**src/rtl/encoder_8x3_queue_if.sv**
```systemverilog
// Request/index handshake bundle for encoder_8x3_queue.
// The master drives requests and ready; the slave (encoder) drives the index, valid, pend and empty signals.
interface encoder_8x3_queue_if;
  logic       en;
  logic [7:0] d;
  logic       load;
  logic [2:0] y;
  logic       valid;
  logic       ready;
  logic [7:0] pend;
  logic       empty;

  modport master (
    output en, d, load, ready,
    input  y, valid, pend, empty
  );

  modport slave (
    input  en, d, load, ready,
    output y, valid, pend, empty
  );
endinterface

```
**src/rtl/encoder_8x3_queue.sv**
```systemverilog
// Sequential 8-to-3 encoder: queues request lines and presents their indices over valid/ready.
// Fixed highest-index-first priority; define ENCODER_RR_EN for round-robin order.
module encoder_8x3_queue (
  input  logic                 clk,
  input  logic                 rst,
  encoder_8x3_queue_if.slave   bus
);

  logic [7:0] r_pend;
  logic [2:0] r_y;
  logic       r_valid;
`ifdef ENCODER_RR_EN
  logic [2:0] r_last;
`endif

  logic [7:0] w_next_set;
  logic       w_slot_free;
  logic       w_any;
  logic [2:0] w_sel;
  logic [7:0] w_sel_mask;

  assign w_next_set  = r_pend | ((bus.load && bus.en) ? bus.d : '0);
  assign w_slot_free = !r_valid || bus.ready;
  assign w_any       = |w_next_set;

`ifdef ENCODER_RR_EN
  // Search starts just below the last winner and wraps, so the last winner is tried last.
  always_comb begin
    logic       found;
    logic [2:0] idx;
    w_sel = '0;
    found = 1'b0;
    idx   = '0;
    for (int unsigned k = 1; k <= 8; k++) begin
      idx = r_last - 3'(k);
      if (!found && w_next_set[idx]) begin
        w_sel = idx;
        found = 1'b1;
      end
    end
  end
`else
  always_comb begin
    w_sel = '0;
    for (int unsigned k = 0; k < 8; k++) begin
      if (w_next_set[k]) w_sel = 3'(k);
    end
  end
`endif

  assign w_sel_mask = 8'b1 << w_sel;

  always_ff @(posedge clk) begin
    if (rst) begin
      r_pend  <= '0;
      r_y     <= '0;
      r_valid <= 1'b0;
`ifdef ENCODER_RR_EN
      r_last  <= '0;
`endif
    end else if (bus.en) begin
      if (w_slot_free) begin
        if (w_any) begin
          r_y     <= w_sel;
          r_valid <= 1'b1;
          r_pend  <= w_next_set & ~w_sel_mask;
`ifdef ENCODER_RR_EN
          r_last  <= w_sel;
`endif
        end else begin
          r_valid <= 1'b0;
          r_pend  <= '0;
        end
      end else begin
        r_pend <= w_next_set;
      end
    end else if (r_valid && bus.ready) begin
      // Disabled: a pending handshake still completes, but nothing new is selected.
      r_valid <= 1'b0;
    end
  end

  assign bus.y     = r_y;
  assign bus.valid = r_valid;
  assign bus.pend  = r_pend;
  assign bus.empty = (r_pend == '0) && !r_valid;

endmodule

```
**src/flat_wrapper.sv**
```systemverilog
// flat-port wrapper written by rule: the top's interface ports become plain ports
module encoder_8x3_queue_flat 
  (clk, rst, bus_en, bus_d, bus_load, bus_ready, bus_y, bus_valid, bus_pend, bus_empty);
  encoder_8x3_queue_if bus_i ();
  input  logic clk;
  input  logic rst;
  input wire logic [$bits(bus_i.en)-1:0] bus_en;
  input wire logic [$bits(bus_i.d)-1:0] bus_d;
  input wire logic [$bits(bus_i.load)-1:0] bus_load;
  input wire logic [$bits(bus_i.ready)-1:0] bus_ready;
  output wire logic [$bits(bus_i.y)-1:0] bus_y;
  output wire logic [$bits(bus_i.valid)-1:0] bus_valid;
  output wire logic [$bits(bus_i.pend)-1:0] bus_pend;
  output wire logic [$bits(bus_i.empty)-1:0] bus_empty;
  assign bus_i.en = bus_en;
  assign bus_i.d = bus_d;
  assign bus_i.load = bus_load;
  assign bus_i.ready = bus_ready;
  assign bus_y = bus_i.y;
  assign bus_valid = bus_i.valid;
  assign bus_pend = bus_i.pend;
  assign bus_empty = bus_i.empty;
  encoder_8x3_queue u_core (.clk(clk), .rst(rst), .bus(bus_i));
endmodule
```
**config.mk**
```make
export PLATFORM = sky130hd
export DESIGN_NAME = encoder_8x3_queue_flat
export DESIGN_NICKNAME = d
export VERILOG_FILES = /design/src/rtl/encoder_8x3_queue_if.sv /design/src/rtl/encoder_8x3_queue.sv /design/src/flat_wrapper.sv
export SDC_FILE = /design/constraint.sdc
export NUM_CORES = 1
export LEC_CHECK = 0
export CAP_MARGIN = 10
export CORE_UTILIZATION = 37
export CTS_CLUSTER_DIAMETER = 100
export DETAILED_ROUTE_END_ITERATION = 10
export GPL_TIMING_DRIVEN = 0
export PLACE_DENSITY = 0.68
export SLEW_MARGIN = 15
export SYNTH_ARGS = -nofsm -noshare
export SYNTH_HDL_FRONTEND = slang
export SYNTH_SLANG_ARGS = --single-unit
```
**constraint.sdc**
```tcl
create_clock -name clk -period 2.8 [get_ports clk]
set_clock_uncertainty 0.1 [all_clocks]
set_input_delay 0.56 -clock clk [delete_from_list [all_inputs] [get_ports clk]]
set_output_delay 0.56 -clock clk [all_outputs]
set_load 0.01 [all_outputs]
```
==> results of run 1 <==
-- state kept, by name (all words and copies together), names as in the netlist --
| signal | flops |
|---|---|
| u_core.bus.y | 3 |
| u_core.bus.pend | 8 |
| u_core.bus.valid | 1 |
-- area by class of cell --
type                            count  area (um^2)  share of cell area
Clock buffer                        4        36.28             0.03723
Sequential cell                    12        240.2              0.2465
Timing Repair Buffer               23        230.2              0.2362
Multi-Input combinational cell     59        405.4              0.4159
Inverter                            1        3.754            0.003851
Tap cell                           25        31.28             0.03209
Buffer                              4        27.53             0.02824
-- through the flow --
step	power (W)	worst slack [ns]	instance area (um^2)
2_1_floorplan	0.0002705	1.098	676.9
3_3_place_gp	0.0003288	0.4778	938.4
3_5_place_dp	0.0003292	0.4497	938.4
4_1_cts	0.0004706	0.3545	974.7
5_1_grt	0.0004892	0.2183	974.7
6_report	0.0004675	0.3598	974.7
-- worst max-delay path, cell delays in order, from the launching register on --
cell	delay, ns
dfxtp_1	0.35
nor2_1	0.34
nand4_1	0.16
nor2_1	0.11
clkdlybuf4s50_1	0.53
-- placed cells by master, fill, tap and decap left out, types with 2 or more instances in the layout --
cell type,count
clkdlybuf4s50_1,23
dfxtp_1,12
nor2_1,9
a31oi_1,8
nand2_1,5
and2_1,3
a311oi_1,3
nor3_1,3
clkbuf_4,3
nand4_1,2
nand2b_1,2
o211ai_1,2
o21a_1,2
o21ai_0,2
mux2i_1,2
a21oi_1,2
a211oi_1,2
-- metal layers --
metal,vias to the layer above,part of all wire,global-route usage,wire length [um]
li1,352,-,-,-
met1,321,0.46,0.2413,768
met2,33,0.45,0.3029,753
met3,2,0.081,0.07600,134
met4,0,0.0042,0.03636,7
met5,-,0,0,0
-- how the worst max path moves through the flow --
stage | start | endpoint | slack (ns) | cells past startpoint
after floorplan | bus_en | u_core.bus.y[0] | 1.10 | 5
after global placement | bus_load | u_core.bus.y[0] | 0.48 | 6
after detailed placement | bus_load | u_core.bus.y[0] | 0.45 | 6
after CTS | u_core.bus.pend[2] | bus_empty | 0.35 | 4
after global routing | u_core.bus.pend[2] | bus_empty | 0.22 | 4
final | u_core.bus.pend[2] | bus_empty | 0.36 | 4
-- cells by family (layout without fill, tap and decap cells) --
logic type,count (synthesis),count (layout)
and+or+nand+nor,29,29
AOI/OAI and AO/OA,28,28
DFF,12,12
buffers and inverters,5,32
muxes,2,2
-- report_power, final --
group | leakage (nW) | internal (W) | switching, W
sequential | 0.0982 | 0.000182 | 0.00000873
combinational | 0.237 | 0.0000694 | 0.0000657
clock | 0.0210 | 0.0000792 | 0.0000630
total | 0.356 | 0.000330 | 0.000137
==> qor.csv, run 1 <==
stage;metric;value;unit
setup_path;cp.required;2.14;ns
die;initial_core_util;0.3920;
setup_path;cp-end-kind;output pin;
worst_hold_path;min_from;u_core.bus.y[1];
synthesis;postSynthAreaPerCell;8.907;um^2
die;die_h;44.77;um
finish;nets;117;
worst_hold_path;min_to;u_core.bus.y[1];
sta;finalCriticalPeriod;2.440;ns
placed_design;io_buffers;23;
setup_path;worstPathArrival;1.78;ns
global_route;grt_usage;0.1888;
sta;timing.setup.tns;0;ns
finish;antenna_cells;0;
global_route;grt_max_degree;11;
synthesis;synth_cells;76;
sta;post-route-period-util;0.8715;
synthesis;ys_seq_area_frac;0.3549;
finish;fin_util;0.5645;
detailed_routing;wire_per_inst;13.00;um
setup_path;r2r_end;u_core.bus.y[0];
worst_hold_path;hp-class;reg2reg;
clock_tree;numCtsBuffers;3;
power_and_ir_drop;power_density;479.6;nW/um^2
placed_design;globalplace.congestion;0.8185;
sta;fmax;0.4098;GHz
setup_path;path_max_fanout;4;
synthesis;synth_nets;89;
clock_tree;clk_latency;0.28;ns
synthesis;postSynth.asyncResetShare;0;
finish;fillCellCount;168;
die;die_width;44.77;um
detailed_routing;antenna_left;0;
synthesis;synth_area_leaders;dfxtp_1 (35%), a31oi_1 (7.4%), nor2_1 (5.0%), a2111oi_4 (4.1%), a311oi_1 (3.9%);
clock_tree;cts_hold_buf;0;
clock_tree;postCtsSetupRepairBufs;0;
clock_tree;cts_resized;0;
finish;drive_gt1_frac;0.1165;
synthesis;muxShareOfSynthArea;0.02957;
synthesis;synth_common_cells;dfxtp_1 (12), nor2_1 (9), a31oi_1 (8);
synthesis;synthAdderAreaFrac;0;
clock_tree;clk_pin_slew;0.09;ns
synthesis;synthFlopType;dfxtp_1;
die;die-area;2004;um^2
global_route;grt_pass1_wl;2773;um
detailed_routing;avgViaCountPerCell;5.531;
synthesis;yosysWarnings;0;
setup_path;reg2reg_depth;4;
finish;finalNonFillerCells;128;
placed_design;dpl.hpwl;1271;um
sta;setup_viol_count_final;0;
job;cap_violations;0;
synthesis;synth-compound-area-share;0.3549;
sta;hold_viol_final;0;
detailed_routing;via_count;708;
die;core;1727;um^2
setup_path;r2r-start;u_core.bus.pend[2];
synthesis;synthDistinctLibCells;32;
detailed_routing;dr.pass1.iters;4;
synthesis;yosys.area_share.simple;0.2144;
global_route;overflow;0;
die;rows;15;
clock_tree;clockBufferDepth;2;
synthesis;synth_top_family_by_area;compound AO/OA/AOI/OAI gates;
clock_tree;root_buffer;clkbuf_4;
synthesis;synth.top_cell.area_share;0.3549;
detailed_routing;drc;0;
setup_path;startpoint_type;flop;
sta;tightest_slew;0.4481;ns
placed_design;dp.cells;124;
sta;max_slew_margin;0.7013;
sta;slew_viol_final;0;
global_route;grt_antenna_before_repair;0;
power_and_ir_drop;ir_drop;0.2913;mV
die;top_level_ports;26;
synthesis;synth-seq-cells;12;
global_route;first_global_vias;652;
synthesis;synth_edf_count;0;
finish;area_growth_syn_to_layout;43.99;%
detailed_routing;wl;1664;um
worst_hold_path;hold_path_depth;2;
detailed_routing;drtIter0Drc;17;
setup_path;rrSetupSlack;1.22;ns
clock_tree;cts.sinks;12;
status;status;complete, no violations;
clock_tree;cts_tree;done;
sta;whs;0.3623;ns
setup_path;crit_type;reg2out;
synthesis;synth_xor_area_frac;0;
synthesis;syn-cell-area;676.9;um^2
synthesis;synth_top_cell_by_area;dfxtp_1;
sta;rsz0062_at_grt;no;
synthesis;synth_most_common_cell;dfxtp_1;
clock_tree;h-tree-depth;1;
power_and_ir_drop;p_leak;0.3558;nW
Note: power is estimated with default switching activity, not from simulation.
==> run 2, diff against run 1 <==
--- a/config.mk
+++ b/config.mk
@@ -5,11 +5,10 @@
 export SDC_FILE = /design/constraint.sdc
 export NUM_CORES = 1
 export LEC_CHECK = 0
-export CAP_MARGIN = 10
 export CORE_UTILIZATION = 37
 export CTS_CLUSTER_DIAMETER = 100
 export DETAILED_ROUTE_END_ITERATION = 10
-export GPL_TIMING_DRIVEN = 0
+export GPL_ROUTABILITY_DRIVEN = 0
 export PLACE_DENSITY = 0.68
 export SLEW_MARGIN = 15
 export SYNTH_ARGS = -nofsm -noshare
==> run 2 against run 1 <==
Critical path depth unchanged. Register-to-register slack better by 0.04 ns. Global-route usage down 1.0 points. Largest cell class unchanged.
==> qor.csv, run 2 (synthesis gave the netlist of run 1 again) <==
stage;metric;value;unit
detailed_routing;avgViaCountPerCell;5.492;
placed_design;placed_area;938.4;um^2
clock_tree;root_buffer;clkbuf_4;
power_and_ir_drop;p_total;0.0004306;W
sta;tightest_slew;0.4713;ns
finish;final_area;960.9;um^2
global_route;grt_pass1_wl;2615;um
worst_hold_path;min_from;u_core.bus.y[1];
clock_tree;clk_latency;0.27;ns
placed_design;dpl.hpwl;1319;um
power_and_ir_drop;ir_drop;0.2272;mV
finish;antenna_cells;0;
clock_tree;cts_hold_buf;0;
setup_path;r2r_end;u_core.bus.y[0];
setup_path;worstPathArrival;1.78;ns
die;initial_core_util;0.3920;
placed_design;dp.cells;123;
die;die_width;44.77;um
sta;post-route-period-util;0.8719;
placed_design;io_buffers;25;
setup_path;r2r-start;u_core.bus.pend[2];
worst_hold_path;hold_path_depth;2;
setup_path;reg2reg_depth;4;
power_and_ir_drop;p_leak;0.3453;nW
power_and_ir_drop;power_density;448.1;nW/um^2
sta;max_slew_margin;0.6848;
detailed_routing;antenna_left;0;
clock_tree;clockBufferDepth;2;
global_route;grt_usage;0.1785;
die;top_level_ports;26;
worst_hold_path;min_to;u_core.bus.y[1];
setup_path;startpoint_type;flop;
job;cap_violations;0;
detailed_routing;wire_per_inst;13.32;um
global_route;first_global_vias;606;
sta;fmax;0.4096;GHz
global_route;grt_antenna_before_repair;0;
clock_tree;h-tree-depth;1;
global_route;overflow;0;
clock_tree;cts.sinks;12;
clock_tree;numCtsBuffers;3;
die;die_h;44.77;um
clock_tree;cts_tree;done;
die;die-area;2004;um^2
detailed_routing;wl;1678;um
global_route;grt_max_degree;13;
status;status;complete, no violations;
finish;area_growth_syn_to_layout;41.96;%
finish;largest_reg_flops;8;
clock_tree;cts_resized;0;
detailed_routing;drtIter0Drc;27;
finish;finalNonFillerCells;126;
worst_hold_path;hp-class;reg2reg;
setup_path;cp.required;2.14;ns
sta;slew_viol_final;0;
finish;nets;116;
detailed_routing;dr.pass1.iters;4;
detailed_routing;drc;0;
setup_path;rrSetupSlack;1.26;ns
sta;timing.setup.tns;0;ns
setup_path;crit_type;reg2out;
finish;layout_commonest_cell;clkdlybuf4s50_1;
die;core;1727;um^2
clock_tree;clk_pin_slew;0.08;ns
die;rows;15;
finish;layout_common_cells;clkdlybuf4s50_1 (25), dfxtp_1 (12), nor2_1 (9), a31oi_1 (8), nand2_1 (5);
clock_tree;postCtsSetupRepairBufs;0;
sta;rsz0062_at_grt;no;
sta;finalCriticalPeriod;2.441;ns
sta;hold_viol_final;0;
sta;setup_viol_count_final;0;
finish;drive_gt1_frac;0.08911;
setup_path;path_max_fanout;4;
detailed_routing;via_count;692;
setup_path;cp-end-kind;output pin;
[run 2: changes by cell type in the layout (fill, tap and decap cells not counted)]
cell,change
buf_2,-1
buf_6,-1
clkbuf_1,-1
clkbuf_8,-1
clkdlybuf4s50_1,+2
[run 2: worst max-delay path by stage]
stage                      endpoint  slack (ns)          startpoint  depth (start not counted)
floorplan           u_core.bus.y[0]        1.10              bus_en                          5
global placement    u_core.bus.y[0]        0.30              bus_en                          6
detailed placement  u_core.bus.y[0]        0.30              bus_en                          6
CTS                       bus_empty        0.38  u_core.bus.pend[2]                          4
global route              bus_empty        0.28  u_core.bus.pend[2]                          4
finish                    bus_empty        0.36  u_core.bus.pend[2]                          4
[run 2: where the power goes]
part,internal (W),switching (W),leakage [nW],total [W]
combinational,0.0000695,0.0000657,0.233,0.000135
sequential,0.000182,0.00000899,0.0982,0.000191
clock,0.0000497,0.0000551,0.0138,0.000105
total,0.000301,0.000130,0.345,0.000431
[run 2: worst max-delay path, cell delays in order (launching register included)]
cell	delay, ns
dfxtp_1	0.36
nor2_1	0.35
nand4_1	0.16
nor2_1	0.11
clkdlybuf4s50_1	0.53
[run 2: cell type report]
class	instances	area (um^2)
fill	170	765.7
multi-input combinational	59	405.4
timing repair buffer	26	257.7
sequential	12	240.2
tap	25	31.28
clock buffer	3	22.52
inverter	1	3.754
[run 2: per-layer routing]
layer | vias up | track usage | routed length, um | part of all wire
met5 | - | 0 | 0 | 0
met4 | 0 | 0.05455 | 0 | 0
met3 | 0 | 0.04800 | 144 | 0.086
met2 | 39 | 0.2588 | 764 | 0.46
met1 | 309 | 0.2581 | 768 | 0.46
li1 | 344 | - | - | -
[run 2: metrics by stage]
stage               worst slack, ns    util  hold slack (ns)
finish                       0.3586  0.5565           0.3779
CTS                          0.3771  0.5565           0.3692
global placement             0.3046  0.5435           0.3521
floorplan                     1.098       -           0.3790
detailed placement           0.2977  0.5435           0.3602
global route                 0.2846  0.5565           0.4141
==> run 3, diff against run 2 <==
--- a/config.mk
+++ b/config.mk
@@ -5,6 +5,7 @@
 export SDC_FILE = /design/constraint.sdc
 export NUM_CORES = 1
 export LEC_CHECK = 0
+export CAP_MARGIN = 15
 export CORE_UTILIZATION = 37
 export CTS_CLUSTER_DIAMETER = 100
 export DETAILED_ROUTE_END_ITERATION = 10
==> results of run 3 <==
No change in the layout: final DEF, timing and power equal those of run 2.
==> RTL edit (config.mk and constraints of run 2) <==
Make the reset (`rst`) asynchronous in one clocked block.
--- a/src/rtl/encoder_8x3_queue.sv
+++ b/src/rtl/encoder_8x3_queue.sv
@@ -51,5 +51,5 @@
   assign w_sel_mask = 8'b1 << w_sel;
 
-  always_ff @(posedge clk) begin
+  always_ff @(posedge clk or posedge rst) begin
     if (rst) begin
       r_pend  <= '0;
Formal check against the unedited RTL: differs if rst is asserted again (counterexample within 4 cycles, from zero or initial values and one cycle with rst high); with rst held inactive, the same outputs for 10 cycles.
==> RTL edit against run 2 <==
  * Sequential cell count did not move
  * Wire length shrank 4.9%
  * Worst setup slack improved by 0.12 ns
  * Global-route usage is 0.31 points higher
  * Critical path depth stayed put
  * Core utilization is 1.9 points higher
  * Final area is 3.4% higher
  * Area after synthesis grew 1.1%
  * Maximum frequency grew 5.0%
  * Count of clock-buffer cells in the layout up 1
Power is not compared: it rests on default switching activity, and its combinational part moved more than twofold at a synthesized area within 25%.
==> RTL edit: results <==
metrics = {
    "run_status": {
        "status": "finished clean",
    },
    "critical_path": {
        "worstPathArrival_ns": 1.66,
        "critPathLaunch": "u_core.bus.pend[2]",
        "r2r_slack_ns": 1.02,
        "rr_endpoint": "u_core.bus.y[1]",
        "rr_startpoint": "u_core.bus.pend[7]",
        "critical-path-top-delay-family": "buffers and inverters",
    },
    "placement": {
        "placed_area_sq_um": 957,
        "place_inst": 118,
        "hpwlAfterDp_microns": 1260,
    },
    "routing": {
        "wl_microns": 1600,
        "route.met2.wl_microns": 723,
        "first_iter_violations": 24,
        "drt-met1-wl_microns": 762,
        "wl_met3_microns": 97,
        "routed.top_layer": "met4",
    },
    "hold_path": {
        "worstHoldEndpoint": "u_core.bus.y[2]",
        "hp-start": "u_core.bus.y[2]",
    },
    "cells_and_area": {
        "area_growth_pct": 45.2,
    },
    "synthesis": {
        "synthDistinctLibCells": 30,
        "async_flop_share_pct": 100,
        "synth_ff_type": "dfrtp_1",
        "synth_seq_area_share_pct": 43.9,
    },
    "global_route": {
        "first_global_vias": 592,
    },
    "sta": {
        "holdWs_ns": 0.398,
    },
}
RTL edit: power by group through the flow:
| stage | sequential (W) | clock [W] | combinational [W] |
|---|---|---|---|
| finish | 0.000253 | 0.000139 | 0.000292 |
| global route | 0.000260 | 0.000150 | 0.000317 |
| CTS | 0.000252 | 0.000142 | 0.000292 |
| detailed placement | 0.000255 | 0 | 0.000291 |
| global placement | 0.000253 | 0 | 0.000292 |
| floorplan | 0.000272 | 0 | 0.000138 |
RTL edit: area by class of cell:
| type | instances | area share (%) |
|---|---|---|
| timing repair buffer | 26 | 25.9 |
| sequential | 12 | 30.2 |
| tap | 25 | 3.15 |
| clock buffer | 4 | 3.65 |
| multi-input combinational | 53 | 36.3 |
| inverter | 2 | 0.756 |
RTL edit: cells by family (layout without fill, tap and decap cells):
group	count (synthesis)	in the layout	synth area share (%)
buffers and inverters	4	32	3.47
flip-flops	12	12	43.9
AND/OR/NAND/NOR	22	22	15.4
multiplexers	2	2	3.66
AO/OA/AOI/OAI	29	29	33.6
